--- config.mk ---
export PLATFORM = sky130hd
export DESIGN_NAME = tone_scheduler_flat
export DESIGN_NICKNAME = d
export VERILOG_FILES = /design/src/rtl/tone_scheduler_if.sv /design/src/rtl/tone_scheduler.sv /design/src/flat_wrapper.sv
export SDC_FILE = /design/constraint.sdc
export NUM_CORES = 1
export LEC_CHECK = 0
export BUFFER_PORTS_ARGS = -buffer_cell sky130_fd_sc_hd__buf_2
export CAP_MARGIN = 10
export CELL_PAD_IN_SITES_DETAIL_PLACEMENT = 1
export CELL_PAD_IN_SITES_GLOBAL_PLACEMENT = 1
export CORE_UTILIZATION = 47
export DETAILED_ROUTE_END_ITERATION = 10
export PLACE_DENSITY_LB_ADDON = 0.1
export SLEW_MARGIN = 20
export SYNTH_ARGS = -nofsm -noshare
export SYNTH_HDL_FRONTEND = slang
export SYNTH_SLANG_ARGS = --single-unit
--- constraint.sdc ---
create_clock -name clk -period 3.3 [get_ports clk]
set_input_delay 0.33 -clock clk [delete_from_list [all_inputs] [get_ports clk]]
set_output_delay 0.33 -clock clk [all_outputs]
set_load 0.01 [all_outputs]
--- src/rtl/tone_scheduler_if.sv ---
// tone_scheduler_if: request/status bundle between transaction control and tone_scheduler
//   req     : one-shot tone request pulses, one bit per channel (bit 2 highest priority)
//   pending : latched, not-yet-served requests
//   busy    : tone or trailing gap in progress
//   active  : channel currently playing or gapping
//   done    : one-cycle pulse on natural tone completion
//   sample  : signed 8-bit value to the sigma-delta DAC
//   hush    : DAC mute
interface tone_scheduler_if;
    logic [2:0] req;
    logic [2:0] pending;
    logic       busy;
    logic [1:0] active;
    logic       done;
    logic [7:0] sample;
    logic       hush;
    modport master (output req, input pending, busy, active, done, sample, hush);
    modport slave  (input req, output pending, busy, active, done, sample, hush);
endinterface

--- src/rtl/tone_scheduler.sv ---
// tone_scheduler: fixed-priority one-shot tone sequencer driving a square wave into the speaker DAC
//   clk     : single clock, rising edge
//   reset_n : asynchronous active-low reset
//   bus     : tone_scheduler_if.slave (req in; pending/busy/active/done/sample/hush out)
//   Optional macro TONE_PREEMPT_EN: a higher-priority pending request aborts the tone being played.
module tone_scheduler #(
    parameter logic [15:0] SAMPLE_DIV = 16'd1024,
    parameter logic [7:0]  HALF0      = 8'd20,
    parameter logic [7:0]  HALF1      = 8'd10,
    parameter logic [7:0]  HALF2      = 8'd40,
    parameter logic [15:0] DUR0       = 16'd400,
    parameter logic [15:0] DUR1       = 16'd2000,
    parameter logic [15:0] DUR2       = 16'd4000,
    parameter logic [15:0] GAP        = 16'd200,
    parameter logic [7:0]  AMP        = 8'd64
) (
    input logic             clk,
    input logic             reset_n,
    tone_scheduler_if.slave bus
);
    typedef enum logic [1:0] {S_IDLE, S_PLAY, S_GAP} state_t;
    state_t      r_state;
    logic [15:0] r_div;
    logic [7:0]  r_half;
    logic [15:0] r_dur;
    logic [15:0] r_gap;
    logic        r_phase;
    logic [2:0]  r_pending;
    logic        r_busy;
    logic [1:0]  r_active;
    logic        r_done;
    logic [7:0]  r_sample;
    logic        r_hush;
    logic        w_tick;
    logic        w_preempt;
    logic        w_serve;
    logic [1:0]  w_sel;
    logic [7:0]  w_half_sel;
    logic [7:0]  w_half_act;
    logic [15:0] w_dur_sel;
    logic [2:0]  w_pend_next;
    logic [7:0]  w_amp_n;
    always_comb begin
        w_tick      = r_div == SAMPLE_DIV - 16'd1;
        w_sel       = r_pending[2] ? 2'd2 : r_pending[1] ? 2'd1 : 2'd0;
        w_half_sel  = w_sel == 2'd2 ? HALF2 : w_sel == 2'd1 ? HALF1 : HALF0;
        w_dur_sel   = w_sel == 2'd2 ? DUR2 : w_sel == 2'd1 ? DUR1 : DUR0;
        w_half_act  = r_active == 2'd2 ? HALF2 : r_active == 2'd1 ? HALF1 : HALF0;
        w_amp_n     = ~AMP + 8'd1;
`ifdef TONE_PREEMPT_EN
        // Any pending bit above the active index means a strictly higher priority request.
        w_preempt   = r_state == S_PLAY && (r_pending >> (r_active + 2'd1)) != 3'd0;
`else
        w_preempt   = 1'b0;
`endif
        w_serve     = (r_state == S_IDLE && r_pending != 3'd0) || w_preempt;
        // OR-ing req after the clear makes a same-cycle request win over the serve.
        w_pend_next = (r_pending & ~(w_serve ? 3'b001 << w_sel : 3'b000)) | bus.req;
    end
    always_ff @(posedge clk or negedge reset_n) begin
        if (!reset_n) begin
            r_state   <= S_IDLE;
            r_div     <= 16'd0;
            r_half    <= 8'd0;
            r_dur     <= 16'd0;
            r_gap     <= 16'd0;
            r_phase   <= 1'b1;
            r_pending <= 3'd0;
            r_busy    <= 1'b0;
            r_active  <= 2'd0;
            r_done    <= 1'b0;
            r_sample  <= 8'd0;
            r_hush    <= 1'b1;
        end else begin
            r_div     <= w_tick ? 16'd0 : r_div + 16'd1;
            r_pending <= w_pend_next;
            r_done    <= 1'b0;
            if (w_serve) begin
                r_state  <= S_PLAY;
                r_active <= w_sel;
                r_half   <= w_half_sel;
                r_dur    <= w_dur_sel;
                r_phase  <= 1'b1;
                r_sample <= AMP;
                r_hush   <= 1'b0;
                r_busy   <= 1'b1;
            end else if (r_state == S_PLAY && w_tick) begin
                if (r_dur == 16'd1) begin
                    r_state  <= S_GAP;
                    r_done   <= 1'b1;
                    r_sample <= 8'd0;
                    r_hush   <= 1'b1;
                    r_gap    <= GAP;
                end else begin
                    r_dur    <= r_dur - 16'd1;
                    r_half   <= r_half == 8'd1 ? w_half_act : r_half - 8'd1;
                    r_phase  <= r_half == 8'd1 ? ~r_phase : r_phase;
                    r_sample <= r_half == 8'd1 ? (r_phase ? w_amp_n : AMP) : r_sample;
                end
            end else if (r_state == S_GAP && w_tick) begin
                r_gap   <= r_gap - 16'd1;
                r_state <= r_gap == 16'd1 ? S_IDLE : S_GAP;
                r_busy  <= r_gap != 16'd1;
            end
        end
    end
    assign bus.pending = r_pending;
    assign bus.busy    = r_busy;
    assign bus.active  = r_active;
    assign bus.done    = r_done;
    assign bus.sample  = r_sample;
    assign bus.hush    = r_hush;
endmodule

--- src/flat_wrapper.sv ---
// flat-port wrapper written by rule: the top's interface ports become plain ports
module tone_scheduler_flat 
#(
    parameter logic [15:0] SAMPLE_DIV = 16'd1024,
    parameter logic [7:0]  HALF0      = 8'd20,
    parameter logic [7:0]  HALF1      = 8'd10,
    parameter logic [7:0]  HALF2      = 8'd40,
    parameter logic [15:0] DUR0       = 16'd400,
    parameter logic [15:0] DUR1       = 16'd2000,
    parameter logic [15:0] DUR2       = 16'd4000,
    parameter logic [15:0] GAP        = 16'd200,
    parameter logic [7:0]  AMP        = 8'd64
)
  (clk, reset_n, bus_req, bus_pending, bus_busy, bus_active, bus_done, bus_sample, bus_hush);
  tone_scheduler_if bus_i ();
  input logic clk;
  input logic reset_n;
  input wire logic [$bits(bus_i.req)-1:0] bus_req;
  output wire logic [$bits(bus_i.pending)-1:0] bus_pending;
  output wire logic [$bits(bus_i.busy)-1:0] bus_busy;
  output wire logic [$bits(bus_i.active)-1:0] bus_active;
  output wire logic [$bits(bus_i.done)-1:0] bus_done;
  output wire logic [$bits(bus_i.sample)-1:0] bus_sample;
  output wire logic [$bits(bus_i.hush)-1:0] bus_hush;
  assign bus_i.req = bus_req;
  assign bus_pending = bus_i.pending;
  assign bus_busy = bus_i.busy;
  assign bus_active = bus_i.active;
  assign bus_done = bus_i.done;
  assign bus_sample = bus_i.sample;
  assign bus_hush = bus_i.hush;
  tone_scheduler #(.SAMPLE_DIV(SAMPLE_DIV), .HALF0(HALF0), .HALF1(HALF1), .HALF2(HALF2), .DUR0(DUR0), .DUR1(DUR1), .DUR2(DUR2), .GAP(GAP), .AMP(AMP)) u_core (.clk(clk), .reset_n(reset_n), .bus(bus_i));
endmodule
==> impl_metrics.json <==
{
  "slew_violations": 0,
  "cts_resized": 0,
  "async_reset_ff_share_pct": 100,
  "finalSetupViolCount": 0,
  "grt_max_degree": 31,
  "port-buffer-count": 14,
  "worst_pin_slew_ns": 0.584,
  "numCtsBuffers": 9,
  "yosys.area.top_type": "dfrtp_1",
  "slowest_delay_ns": 0.68,
  "path_buf_inv": 0,
  "io_pins": 21,
  "n_antenna_cell": 0,
  "hold_viol_final": 0,
  "grt_pass1_vias": 3323,
  "vias_per_cell": 5.99,
  "status": "completed",
  "cp-end-kind": "flip-flop",
  "cp-start-kind": "flip-flop",
  "cp_slowest_cell": "or4_1",
  "hpwl_um": 6860,
  "cts_hold_buf": 1,
  "fin_setup_tns_ns": 0,
  "grt_pass1_wl_um": 16700,
  "crit_cells": 5,
  "h-tree-depth": 3,
  "r2r_cells": 5,
  "cts_buffer_depth": 2,
  "placed_area_um2": 3970,
  "postLayoutCellArea_um2": 4140,
  "drv_cap": 0,
  "drive_gt1_share_pct": 13.1,
  "irDropWorstVdd_mv": 0.209,
  "clk_pin_slew_worst_paths_ns": 0.08,
  "cts.sinks": 69,
  "cp.required_ns": 3.59,
  "finalCriticalPeriod_ns": 2.80,
  "maxSlewHeadroom_pct": 60.5,
  "netlist_area_um2": 3740,
  "yosysSeqAreaShare_pct": 46.3,
  "powerDensity_nw_per_um2": 364,
  "timing.fmax_ghz": 0.357,
  "wl_per_cell_um": 18.1,
  "crit_chain": "or4_4 -> or4_1 -> or4_1 -> or3b_1 -> a21oi_1",
  "num_rows": 32,
  "ctsRootBufferMaster": "clkbuf_8",
  "yosysUniqueCellTypes": 54,
  "fin_hold_ws_ns": 0.147,
  "synth_ff_type": "dfrtp_1",
  "synth_cells": 404,
  "die_x_um": 91.2,
  "fin_nets": 444,
  "drcViolationCount": 0,
  "yosysMostFrequentCell": "dfrtp_1",
  "synth.area.top_cells": "dfrtp_1, o21ai_0, or4_1",
  "netlist.area_leader.share_pct": 44.8,
  "path_delay_family": "simple AND/OR/NAND/NOR gates",
  "dr.pass1.iters": 4,
  "ant_nets": 0,
  "leakage_uw": 0.00176,
  "fillers": 910,
  "antenna_found_initial": 0,
  "whs_path_depth": 2,
  "synth_edf_count": 0,
  "fin_skew_ns": 0.0102,
  "yosys_warnings": 0,
  "period_share_pct": 84.9,
  "cts_tree": "built",
  "cp_max_fo": 7,
  "cts_setup_buffers": 0,
  "place_congestion": 0.798,
  "ys_ff_latch": 69,
  "num_vias": 3214,
  "grt.total_usage_pct": 25.7,
  "drt_iter0_markers": 124,
  "synthTopCellsByCount": "dfrtp_1, o21ai_0, nor2_1, nand2_1, nand3_1",
  "fp.dieArea_um2": 8310,
  "path_class": "reg2reg",
  "hold_class": "in2reg",
  "start_util_pct": 48.4,
  "die-height_um": 91.2,
  "drt_wl_total_um": 9690,
  "syn_to_final_growth_pct": 10.8,
  "cpMostUsedCell": "or4_1",
  "postSynthAreaPerCell_um2": 9.25,
  "crit_arrival_ns": 3.09,
  "clk_latency_ns": 0.36,
  "grt-ovfl-total": 0,
  "rsz0062_at_grt": "false",
  "coreArea_um2": 7730
}
## worst register-to-register path, delay by kind of cell, from the launching register on
kind | cells | cell delay, ns
and+or+nand+nor | 4 | 2.15
DFF | 1 | 0.44
AOI/OAI and AO/OA | 1 | 0.14
## cells in the final DEF, fill, tap and decap left out, types with 4 or more instances in the layout
cell type,count
xnor2_1,6
nand2_1,27
a31oi_1,5
xor2_1,11
dfrtp_1,67
or3_1,16
o21a_1,5
clkinv_2,4
conb_1,6
ha_1,9
o21ai_0,32
nand2b_1,4
inv_1,13
buf_4,18
buf_2,14
o31ai_1,8
nand4_1,16
nor3_1,18
clkbuf_8,9
a21oi_1,19
nor2_1,29
o211ai_1,4
nor4_1,7
nand3_1,23
or4_1,16
## state kept, by name, summed over array words and instances, names as in the netlist
register and flops:
u_core.r_div 16, u_core.r_dur 16, u_core.r_gap 16, u_core.r_half 8
u_core.bus.pending 3, u_core.bus.active 2, u_core.bus.sample 2, u_core.r_state 2
u_core.bus.busy 1, u_core.bus.done 1, u_core.bus.hush 1, u_core.r_phase 1
## stage by stage
step,utilization (%),std cells,setup WS [ns],power (uW)
global placement,51.4,520,0.573,917
global route,53.6,537,0.397,1550
CTS,53.6,537,0.488,1520
floorplan,-,409,0.555,894
detailed placement,51.4,520,0.508,918
finish,53.6,537,0.499,1510
## cell type report
class | count | area (um2) | area share (%)
well taps | 102 | 128 | 3.08
clock inverters | 5 | 27.5 | 0.664
repair buffers | 33 | 215 | 5.19
inverters | 13 | 48.8 | 1.18
clock buffers | 11 | 131 | 3.17
flip-flops and latches | 69 | 1730 | 41.7
multi-input cells | 304 | 1860 | 45.0
## path summary, 6_finish.rpt
check / from / end / slack [ns]
worst max-delay path: u_core.r_div[10]$_DFF_PN0_ / u_core.r_dur[12]$_DFFE_PN0P_ / 0.50
worst min-delay path: bus_req[2] / u_core.bus.pending[2]$_DFF_PN0_ / 0.15
worst max register to register: u_core.r_div[10]$_DFF_PN0_ / u_core.r_dur[12]$_DFFE_PN0P_ / 0.50
worst min register to register: u_core.bus.hush$_DFFE_PN1P_ / u_core.bus.hush$_DFFE_PN1P_ / 0.46
max in group asynchronous: reset_n / u_core.r_phase$_DFFE_PN1P_ / 2.10
min in group asynchronous: reset_n / u_core.r_div[0]$_DFF_PN0_ / 0.43
## routing by layer
metal  track usage [%]  wire length (um)  vias to the layer above
li1                  -                 -                     1535
met1              33.1              4470                     1630
met4              8.33               108                        0
met5                 0                 0                        -
met2              43.7              4830                       37
met3              4.52               286                       12
## where the power goes
group / switching, uW / internal [uW]
clock network: 337 / 268
registers: 5.99 / 850
logic: 32.7 / 13.5
total: 375 / 1130
## kinds of logic after synthesis
logic type               count (synthesis)  share of synthesized area (%)
AND/OR/NAND/NOR                        182                           27.2
AO/OA/AOI/OAI                           86                           14.0
flip-flops                              69                           46.3
buffers and inverters                   36                           4.42
XOR/XNOR                                17                           3.98
adder cells (fa/ha/maj)                  9                           3.01
multiplexers                             4                           1.10
other                                    1                          0.100
(Power assumes the default switching activity.)
